**config.mk**
```make
export PLATFORM = sky130hd
export DESIGN_NAME = uart_ins_loader
export DESIGN_NICKNAME = d
export VERILOG_FILES = /design/src/rtl/uart_ins_loader.sv
export SDC_FILE = /design/constraint.sdc
export NUM_CORES = 1
export LEC_CHECK = 0
export CORE_MARGIN = 3
export CORE_UTILIZATION = 52
export CTS_BUF_LIST = sky130_fd_sc_hd__clkbuf_8
export DETAILED_ROUTE_END_ITERATION = 7
export HOLD_SLACK_MARGIN = 0.08
export PLACE_DENSITY = 0.76
export SLEW_MARGIN = 0
export SYNTH_ARGS = -nofsm -noshare
export SYNTH_HDL_FRONTEND = slang
export SYNTH_SLANG_ARGS = --single-unit
```
**constraint.sdc**
```tcl
create_clock -name CLK -period 2.6 [get_ports CLK]
set_clock_uncertainty 0.15 [all_clocks]
set_input_delay 0.26 -clock CLK [delete_from_list [all_inputs] [get_ports CLK]]
set_output_delay 0.26 -clock CLK [all_outputs]
set_load 0.02 [all_outputs]
```
**src/rtl/uart_ins_loader.sv**
```systemverilog
// UART (8N1) instruction loader: parses an A5 / N(16) / N*4-byte frame and
// writes big-endian 32-bit words to the instruction memory with a WE pulse.
module uart_ins_loader #(
    parameter int CLKS_PER_BIT = 434
) (
    input  logic        CLK,
    input  logic        RST,
    input  logic        RXD,
    output logic        WE,
    output logic [31:0] W_Ins,
    output logic        BUSY,
    output logic        DONE,
    output logic        ERR,
    output logic [15:0] WCNT
);

    localparam int CW = $clog2(CLKS_PER_BIT);
    localparam logic [CW-1:0] BIT_LAST  = CW'(CLKS_PER_BIT - 1);
    localparam logic [CW-1:0] HALF_LAST = CW'(CLKS_PER_BIT / 2 - 1);
    localparam logic [7:0]    HDR       = 8'hA5;

    typedef enum logic [1:0] {R_IDLE, R_START, R_DATA, R_STOP} rx_state_t;
    typedef enum logic [2:0] {L_IDLE, L_CNT_HI, L_CNT_LO, L_WORD, L_DONE} ld_state_t;

    logic            rx_m, rx_s, rx_p;
    rx_state_t       rx_st;
    logic [CW-1:0]   bit_cnt;
    logic [2:0]      bit_idx;
    logic [7:0]      rx_sh;
    logic [7:0]      rx_byte;
    logic            byte_stb;
    logic            frm_err;

    ld_state_t       ld_st;
    logic [7:0]      n_hi;
    logic [15:0]     n_words;
    logic [23:0]     asm_w;
    logic [1:0]      byte_idx;

    // Preset high so a line held idle after reset never looks like a start edge
    always_ff @(posedge CLK or negedge RST) begin
        if (!RST) begin
            rx_m <= 1'b1;
            rx_s <= 1'b1;
            rx_p <= 1'b1;
        end else begin
            rx_m <= RXD;
            rx_s <= rx_m;
            rx_p <= rx_s;
        end
    end

    always_ff @(posedge CLK or negedge RST) begin
        if (!RST) begin
            rx_st    <= R_IDLE;
            bit_cnt  <= '0;
            bit_idx  <= '0;
            rx_sh    <= '0;
            rx_byte  <= '0;
            byte_stb <= 1'b0;
            frm_err  <= 1'b0;
        end else begin
            byte_stb <= 1'b0;
            frm_err  <= 1'b0;
            case (rx_st)
                R_IDLE: begin
                    if (rx_p && !rx_s) begin
                        rx_st   <= R_START;
                        bit_cnt <= '0;
                    end
                end
                R_START: begin
                    if (bit_cnt == HALF_LAST) begin
                        bit_cnt <= '0;
                        bit_idx <= '0;
                        rx_st   <= rx_s ? R_IDLE : R_DATA;
                    end else begin
                        bit_cnt <= bit_cnt + 1'b1;
                    end
                end
                R_DATA: begin
                    if (bit_cnt == BIT_LAST) begin
                        bit_cnt <= '0;
                        rx_sh   <= {rx_s, rx_sh[7:1]};
                        bit_idx <= bit_idx + 3'd1;
                        if (bit_idx == 3'd7)
                            rx_st <= R_STOP;
                    end else begin
                        bit_cnt <= bit_cnt + 1'b1;
                    end
                end
                R_STOP: begin
                    if (bit_cnt == BIT_LAST) begin
                        bit_cnt <= '0;
                        rx_st   <= R_IDLE;
                        if (rx_s) begin
                            byte_stb <= 1'b1;
                            rx_byte  <= rx_sh;
                        end else begin
                            frm_err  <= 1'b1;
                        end
                    end else begin
                        bit_cnt <= bit_cnt + 1'b1;
                    end
                end
                default: rx_st <= R_IDLE;
            endcase
        end
    end

    always_ff @(posedge CLK or negedge RST) begin
        if (!RST) begin
            ld_st    <= L_IDLE;
            n_hi     <= '0;
            n_words  <= '0;
            asm_w    <= '0;
            byte_idx <= '0;
            WE       <= 1'b0;
            W_Ins    <= '0;
            BUSY     <= 1'b0;
            DONE     <= 1'b0;
            ERR      <= 1'b0;
            WCNT     <= '0;
        end else begin
            WE <= 1'b0;
            if (frm_err) begin
                // Any partial word is dropped; WCNT keeps what was already written
                ERR   <= 1'b1;
                BUSY  <= 1'b0;
                DONE  <= 1'b0;
                ld_st <= L_IDLE;
            end else if (byte_stb) begin
                case (ld_st)
                    L_IDLE, L_DONE: begin
                        if (rx_byte == HDR) begin
                            ld_st <= L_CNT_HI;
                            BUSY  <= 1'b1;
                            DONE  <= 1'b0;
                            ERR   <= 1'b0;
                            WCNT  <= '0;
                        end
                    end
                    L_CNT_HI: begin
                        n_hi  <= rx_byte;
                        ld_st <= L_CNT_LO;
                    end
                    L_CNT_LO: begin
                        n_words  <= {n_hi, rx_byte};
                        byte_idx <= '0;
                        if ({n_hi, rx_byte} == 16'd0) begin
                            BUSY  <= 1'b0;
                            DONE  <= 1'b1;
                            ld_st <= L_DONE;
                        end else begin
                            ld_st <= L_WORD;
                        end
                    end
                    L_WORD: begin
                        asm_w    <= {asm_w[15:0], rx_byte};
                        byte_idx <= byte_idx + 2'd1;
                        if (byte_idx == 2'd3) begin
                            W_Ins <= {asm_w, rx_byte};
                            WE    <= 1'b1;
                            WCNT  <= WCNT + 16'd1;
                            if (WCNT + 16'd1 == n_words) begin
                                BUSY  <= 1'b0;
                                DONE  <= 1'b1;
                                ld_st <= L_DONE;
                            end
                        end
                    end
                    default: ld_st <= L_IDLE;
                endcase
            end
        end
    end

endmodule

```
# Yosys cells after proc, flatten, opt, wreduce, memory -nomap -nowiden
# Cells that the tools add are included.
# word_totals
regBits	140
in_bits	3
elab_cells	129
# classes
add_sub_neg	4
eq_ne	24
muxes	52
bitwise_logic	1
reduce_logical	27
# ops
operator	count
16-bit 2-to-1 mux	2
16-bit one-hot mux with 2 select lines	1
9-bit 2-to-1 mux	3
9-bit one-hot mux with 3 select lines	1
1-bit 2-to-1 mux	25
3-bit 2-to-1 mux	8
3-bit AND reduction	7
16-bit by 1-bit adder with 16-bit output (second input constant)	1
16-bit == test	1
16-bit zero test	1
2-bit != test (second input constant)	7
2-bit 2-to-1 mux	6
3-bit != test (second input constant)	4
3-bit one-hot mux with 4 select lines	1
2-bit nonzero test	6
5-bit AND reduction	2
9-bit by 1-bit adder with 9-bit output (second input constant)	1
9-bit by 8-bit == test with 1-bit output (second input constant)	1
9-bit == test (second input constant)	1
8-bit == test (second input constant)	1
2-bit one-hot mux with 4 select lines	1
4-bit AND reduction	2
2-bit == test (second input constant)	3
3-bit by 2-bit == test with 1-bit output (second input constant)	2
17 further kinds	20

# Depth between registers and ports, before layout
# Gate-level depths: netlist of the first run.
# depth
depth_word	7
depth_mapped	10
ltp_nobuf	9

# Worst setup path before layout of the first run
# OpenSTA, ideal clock, no wires.
# synth_path
path_kind	flip-flop to flip-flop
from	register WCNT[0]
to	register BUSY
setup_ps	121
arrival_time_ps	2460
path_slack_ps	-131
stages_incl_launch_ff	10
synth_period_minus_slack_ps	2731
path_cell_list	dfrtp_1 ha_1 nand3_4 nor4_4 mux2i_1 nor3b_2 o22ai_2 o31ai_4 o31ai_2 a22o_1
# synth_between
elab_chain_cells	4
# synth_rtl
element	line_no	rtl
start: declaration	14	output logic [15:0] WCNT
start signal: assignment	164	WCNT <= WCNT + 16'd1;
16-bit by 1-bit adder with 16-bit output	165	if (WCNT + 16'd1 == n_words) begin
16-bit == test	165	
3-bit != test (no source line)	--	
6-bit AND reduction (no source line)	--	
end signal: assignment	137	BUSY <= 1'b1;
end signal: assignment	151	BUSY <= 1'b0;
end signal: assignment	166	BUSY <= 1'b0;
end: declaration	11	output logic BUSY,
# No other way between the ends.
# A chain may end at the register's enable or synchronous reset.

# Worst setup path after layout of the first run
# layout_path
from	register rx_byte[1]
to	register BUSY
# layout_between
elab_chain_cells	3
word_cells_on_any_way	5
# layout_rtl
element	line_no	rtl
start: declaration	30	logic [7:0] rx_byte;
start signal: assignment	98	rx_byte <= rx_sh;
16-bit zero test / 8-bit == test (equally long branches)	150, 135	
3-bit != test (no source line)	--	
6-bit AND reduction (no source line) *	--	
# Every way passes the cells marked *; elsewhere a longest branch is shown, timed or not.

==> metrics.cfg, run 1 <==
[sta]
finalCritPeriodShare_pct = 97.83
worst_slew_pin_slew_ps = 693.7
hold_violations = 0
rsz0062_at_grt = true
holdWs_ps = 208.1
fin_crit_ps = 2544
slew_violations = 0
setup_viol = 0
setup_ws_ps = 56.41
fmax_mhz = 393.1
slew_headroom_pct = 53.47

[pwr]
p_comb_share_pct = 6.5
power.internal_w = 0.003391
p_sw_w = 0.001115
power_density_mw_per_mm2 = 569.4
pwr-share-seq_pct = 50.0
ir_drop_uv = 443.9
clockPowerShare_pct = 43.5
switching_share_pct = 24.75
p_leak_nw = 3.955

[finish]
drive_gt1_share_pct = 20.00
n_antenna_cell = 0
final_cells = 909
area_growth_pct = 23.29
finalNetCount = 742

[setup_path]
worstPathMaxFanout = 3
worstSetupPathType = reg2reg
cp_top_family = compound AO/OA/AOI/OAI gates
crit_buf_inv = 0
worstPathArrival_ps = 2720
max_stage_delay_ps = 570
critPathLaunchType = register
cp.required_ps = 2780
crit_chain = or4_4 > o21ai_4 > a21oi_2 > a211oi_2 > nand4b_1 > o31ai_4 > o31ai_4 > a22o_1
cpMostUsedCell = o31ai_4
crit_path_end_kind = register
reg2reg_slack_ps = 60
slowest_stage = or4_4

[clocking]
clock_sinks = 140
cts_buffer_depth = 2
cts_max_level = 4
clk_latency_ps = 440
cts_tree = built
root_buffer = clkbuf_8
numCtsBuffers = 17
clk_pin_slew_ps = 90

[routing]
drt_iter0_drc = 409
avgRoutedWirePerCell_um = 16.62
dr.pass1.iters = 4
routed_wl_mm = 15.11
ant_nets = 0
remaining_drc_errors = 0
via_count = 5038
viasPerCell = 5.542

[global_route]
grt_usage_pct = 23.30
grt_max_degree = 62
antenna_found_initial = 0
grt_pass1_vias = 5066
grt-ovfl-total = 0
grt_pass1_wl_mm = 24.84

[yosys]
synth_common_cells = nand2_1, dfrtp_1, o21ai_0
async_reset_ff_share_pct = 100.0
synth_top_area_share_pct = 53.40
yosysMostFrequentCell = nand2_1
ys_types = 62
avgSynthCellArea_um2 = 10.02
syn_inst = 641
synth_area_leader_cell = dfrtp_1
syn-num-nets = 651
syn_area_mm2 = 0.006420
synth_sequential_area_ratio_pct = 54.63
ys_ff_latch = 140
synth_ff_type = dfrtp_1
synth_edf_count = 0
synthTopCellsByArea = dfrtp_1, nand2_1, mux2_2
ys_warn_count = 0

[flow_run]
cap_violations = 0

[run_status]
status = finished, final reports clean

[die]
core_mm2 = 0.01176
fp-row-count = 39
initial_core_util_pct = 54.59
design.die.area_mm2 = 0.01371
io_pins = 55
dieWidth_um = 117.1
dieHeight_um = 117.1

[hold_path]
worstHoldPathType = in2async

[place]
port_buffers = 54
place_hpwl_mm = 10.15
gp_congestion = 0.8682
dp_slack_ps = 18.35
place_inst = 866

## sequential cells by signal, summed over array words and instances, names as in the netlist, 2 cells and up, named ones only
name and cells:
n_hi 8, n_words 16, asm_w 24, WCNT 16
rx_byte 8, rx_sh 8, bit_cnt 9, W_Ins 32
byte_idx 2, ld_st 3, bit_idx 3
## repair_timing
action / in CTS / in global routing
endpoints found under the hold margin: 54 / 0
hold buffers: 2 / 0
setup buffers: 0 / 8
resized for setup: 2 / 14
cloned: 0 / 1
setup endpoints to repair: 2 / 10
pin swaps: 1 / 4
## cells by family (layout without fill, tap and decap cells)
family / count (synthesis) / after routing / share of synthesized area (%)
AND/OR/NAND/NOR: 298 / 298 / 21.91
flip-flops: 140 / 140 / 54.63
AO/OA/AOI/OAI: 87 / 87 / 8.868
buffers and inverters: 45 / 149 / 2.904
multiplexers: 44 / 44 / 7.601
XOR/XNOR: 20 / 20 / 2.729
adder cells (fa/ha/maj): 7 / 7 / 1.364
## worst paths after layout
check | startpoint | to | depth (start not counted)
max in group asynchronous | RST | n_words[5]$_DFFE_PN0P_ | 3
max reg2reg | rx_byte[1]$_DFFE_PN0P_ | BUSY$_DFFE_PN0P_ | 8
max | rx_byte[1]$_DFFE_PN0P_ | BUSY$_DFFE_PN0P_ | 8
min reg2reg | rx_m$_DFF_PN1_ | rx_s$_DFF_PN1_ | 0
min | RST | WCNT[5]$_DFFE_PN0P_ | 2
min in group CLK | rx_m$_DFF_PN1_ | rx_s$_DFF_PN1_ | 0
## per-layer routing
layer	wire length (µm)	vias to the layer above	GRT usage (%)
li1	-	2366	-
met1	6513	2513	30.37
met2	7608	132	38.19
met3	724	27	5.296
met4	260	0	8.945
met5	0	-	0
## through the flow
step	utilization (%)	setup TNS, ps	power, W	instance area [µm²]
3_3_place_gp	62.24	0	0.002513	7320
3_5_place_dp	62.24	0	0.002527	7320
2_1_floorplan	-	0	0.002421	6424
4_1_cts	66.27	-5.295	0.004471	7794
6_report	67.31	0	0.004506	7915
5_1_grt	67.31	-14.76	0.004682	7915
## layout make-up
cell class	count	area, µm²
inverter	18	67.56
tap	164	205.2
fill	908	3845
sequential	140	3512
timing repair buffer	99	894.6
clock buffer	17	234.0
multi-input combinational	456	2793
clock inverter	15	209.0
## layout by cell type (no fill, tap or decap), drive strengths merged, types with 9 or more instances in the layout
master	netlist	layout
clkdlybuf4s50	0	53
and3	11	11
o21ai	43	43
nand3	14	14
o31ai	9	9
mux2	38	38
buf	8	44
dfrtp	137	137
nand2	201	201
xor2	14	14
clkbuf	19	17
nor2	21	21
nand4	12	12
inv	18	23
## power by group through the flow
stage               logic, W  registers [W]  clock network (W)
floorplan           0.000137        0.00228                  0
global placement    0.000220        0.00229                  0
detailed placement  0.000230        0.00230                  0
CTS                 0.000234        0.00225            0.00198
global route        0.000330        0.00226            0.00209
finish              0.000291        0.00225            0.00196
Power figures use the tool's default switching activity.
==> inputs of run 2 (changes only) <==
--- a/config.mk
+++ b/config.mk
@@ -5,12 +5,14 @@
 export SDC_FILE = /design/constraint.sdc
 export NUM_CORES = 1
 export LEC_CHECK = 0
+export ABC_AREA = 1
 export CORE_MARGIN = 3
 export CORE_UTILIZATION = 52
 export CTS_BUF_LIST = sky130_fd_sc_hd__clkbuf_8
 export DETAILED_ROUTE_END_ITERATION = 7
+export GPL_ROUTABILITY_DRIVEN = 0
 export HOLD_SLACK_MARGIN = 0.08
-export PLACE_DENSITY = 0.76
+export PLACE_DENSITY_LB_ADDON = 0.2
 export SLEW_MARGIN = 0
 export SYNTH_ARGS = -nofsm -noshare
 export SYNTH_HDL_FRONTEND = slang
==> run 2 against run 1 <==
Against the previous run: non-clock buffer count is 34 lower; first-iteration DRC count is 16% higher; critical path depth is 6 higher; critical endpoint is now ld_st[0]$_DFFE_PN0P_.
==> metrics.cfg, run 2 <==
[run_status]
status = finished, final reports clean

[setup_path]
worstPathMaxFanout = 7  ; +4
worstSetupPathType = reg2reg
crit_buf_inv = 0  ; unchanged
reg2regPathDepth = 14  ; +6
max_stage_delay_ps = 490  ; -80 ps
slowest_stage = dfrtp_1
timing.rr.start = WCNT[0]$_DFFE_PN0P_
cp.required_ps = 2770  ; about the same
crit_path_end_kind = register
cp_top_family = simple AND/OR/NAND/NOR gates
critPathLaunchType = register
crit_cells = 14  ; +6
crit_start = WCNT[0]$_DFFE_PN0P_
r2r-end = ld_st[0]$_DFFE_PN0P_
worstPathArrival_ps = 2570  ; -150 ps
cpMostUsedCell = nand2_1
reg2reg_slack_ps = 190  ; +140 ps
crit_chain = ha_1 > nand3_2 > o21ai_0 > nand2_1 > nand2_1 > nand2_1 > nor2_1 > nand3_1 > nor2_1 > nand2_1 > nand2_2 > nand2_2 > nand2_1 > o21ai_1

[yosys]
synth_ff_type = dfrtp_1
ys_warn_count = 0  ; unchanged
synth_edf_count = 0  ; unchanged
synth_common_cells = nand2_1, dfrtp_1, o21ai_0
syn-num-nets = 744  ; +14%
syn_area_mm2 = 0.006250  ; -2.7%
async_reset_ff_share_pct = 100.0  ; unchanged
avgSynthCellArea_um2 = 8.515  ; -15%
synth_area_leader_cell = dfrtp_1
yosysMostFrequentCell = nand2_1
synth_top_area_share_pct = 54.85  ; +1.5 points
synth_sequential_area_ratio_pct = 56.12  ; +1.5 points
ys_ff_latch = 140  ; unchanged
syn_inst = 734  ; +15%
ys_types = 28  ; -55%
synthTopCellsByArea = dfrtp_1, nand2_1, o21ai_0

[routing]
avgRoutedWirePerCell_um = 14.11  ; -15%
dr.pass1.iters = 5  ; +1
routed_wl_mm = 13.44  ; -11%
viasPerCell = 5.251  ; -5.3%
ant_nets = 0  ; unchanged
remaining_drc_errors = 0  ; unchanged
via_count = 4999  ; -0.77%
drt_iter0_drc = 474  ; +16%

[die]
core_mm2 = 0.01156  ; -1.7%
io_pins = 55  ; unchanged
design.die.area_mm2 = 0.01337  ; -2.5%
fp-row-count = 39  ; unchanged
dieWidth_um = 115.6  ; -1.3%
dieHeight_um = 115.6  ; -1.3%
initial_core_util_pct = 54.04  ; -0.55 points

[global_route]
grt_pass1_vias = 4806  ; -5.1%
grt_pass1_wl_mm = 22.83  ; -8.1%
grt_max_degree = 69  ; +11%
grt-ovfl-total = 0  ; unchanged
grt_usage_pct = 21.71  ; -1.6 points
antenna_found_initial = 0  ; unchanged

[sta]
hold_violations = 0  ; unchanged
fmax_mhz = 415.7  ; +5.7%
finalCritPeriodShare_pct = 92.53  ; -5.3 points
slew_headroom_pct = 58.76  ; +5.3 points
setup_tns_ps = 0  ; unchanged
fin_crit_ps = 2406  ; -137.9 ps
setup_viol = 0  ; unchanged
rsz0062_at_grt = false
worst_slew_pin_slew_ps = 618.6  ; -75.17 ps
slew_violations = 0  ; unchanged

[finish]
reg_top3 = W_Ins x32, asm_w x24
n_fill_cell = 971  ; +6.9%
final_common_cell = nand2_1
n_antenna_cell = 0  ; unchanged
fin_util_pct = 64.09  ; -3.2 points
drive_gt1_share_pct = 8.035  ; -12 points
largest_reg_flops = 32  ; unchanged
finalNetCount = 808  ; +8.9%
final_cell_mix = nand2_1, dfrtp_1, o21ai_0
final_cells = 952  ; +4.7%
top_register = W_Ins
area_growth_pct = 18.60

[pwr]
power_density_mw_per_mm2 = 579.7  ; +1.8%
p_leak_nw = 3.408  ; -14%
ir_drop_uv = 394.5  ; -11%

[clocking]
clk_pin_slew_ps = 70  ; -20 ps
numCtsBuffers = 17  ; unchanged
root_buffer = clkbuf_8
clock_sinks = 140  ; unchanged
cts_post_setup_buffers_inserted = 0  ; unchanged
ctsHoldBuffers = 2  ; unchanged
cts_buffer_depth = 2  ; unchanged
cts_max_level = 4  ; unchanged
cts_resized = 0  ; -2
clk_latency_ps = 440  ; about the same
cts_tree = built

[hold_path]
worstHoldPathType = reg2reg
whs_endpoint = rx_s$_DFF_PN1_
hp-start = rx_m$_DFF_PN1_
whs_path_depth = 0

[flow_run]
cap_violations = 0  ; unchanged

[place]
port_buffers = 54  ; unchanged
place_hpwl_mm = 9.478  ; -6.6%
place_inst = 920  ; +6.2%

[run 2: where the power goes]
| group | total [W] | switching [W] | leakage [nW] | internal (W) |
|---|---|---|---|---|
| Combinational | 0.000240 | 0.000166 | 1.25 | 0.0000738 |
| Clock | 0.00180 | 0.000776 | 0.216 | 0.00103 |
| Sequential | 0.00225 | 0.0000370 | 1.94 | 0.00222 |
[run 2: stage by stage]
| step | total power, W | hold slack (ps) | area, µm² | setup slack [ps] |
|---|---|---|---|---|
| floorplan | 0.002424 | -185.6 | 6250 | 510.2 |
| global placement | 0.002521 | 146.6 | 6983 | 411.8 |
| detailed placement | 0.002533 | 151.5 | 6983 | 296.2 |
| CTS | 0.004339 | 213.6 | 7412 | 231.8 |
| global route | 0.004476 | 220.2 | 7412 | 15.16 |
| finish | 0.004297 | 211.0 | 7412 | 194.3 |
[run 2: logic make-up after synthesis]
family          count (synthesis)  synth area share [%]
compound gates                131                 10.95
xor+xnor                        6                 1.281
fa+ha+maj                       7                 1.401
buf+inv                       116                 7.047
flops                         140                 56.12
simple gates                  334                 23.20
[run 2: worst max path at each step]
stage | end
after floorplan | DONE$_DFFE_PN0P_
after global placement | ld_st[1]$_DFFE_PN0P_
after detailed placement | ld_st[1]$_DFFE_PN0P_
after CTS | ld_st[1]$_DFFE_PN0P_
after global routing | ld_st[1]$_DFFE_PN0P_
final | ld_st[0]$_DFFE_PN0P_
[run 2: layout make-up]
class | instances | area (µm²) | share of cell area [%]
Clock buffer | 21 | 289.0 | 3.899
Clock inverter | 9 | 120.1 | 1.621
Inverter | 96 | 360.3 | 4.862
Multi-Input combinational cell | 478 | 2302 | 31.06
Sequential cell | 140 | 3507 | 47.32
Tap cell | 143 | 178.9 | 2.414
Timing Repair Buffer | 65 | 654.4 | 8.828
[run 2: layer usage]
layer	wire (µm)	global-route usage [%]	vias to the layer above
met5	0	0	-
met4	255	8.662	0
met3	761	4.595	25
met2	6239	34.49	149
met1	6181	29.47	2330
li1	-	-	2495
[run 2: worst register-to-register path, cell delays in order, from the launching register on]
cell     delay (ps)
dfrtp_1         490
ha_1            250
nand3_2         150
o21ai_0         220
nand2_1         130
nand2_1          90
nand2_1          70
nor2_1          100
nand3_1         120
nor2_1          110
nand2_1          80
nand2_2         100
nand2_2          90
nand2_1          80
o21ai_1          70
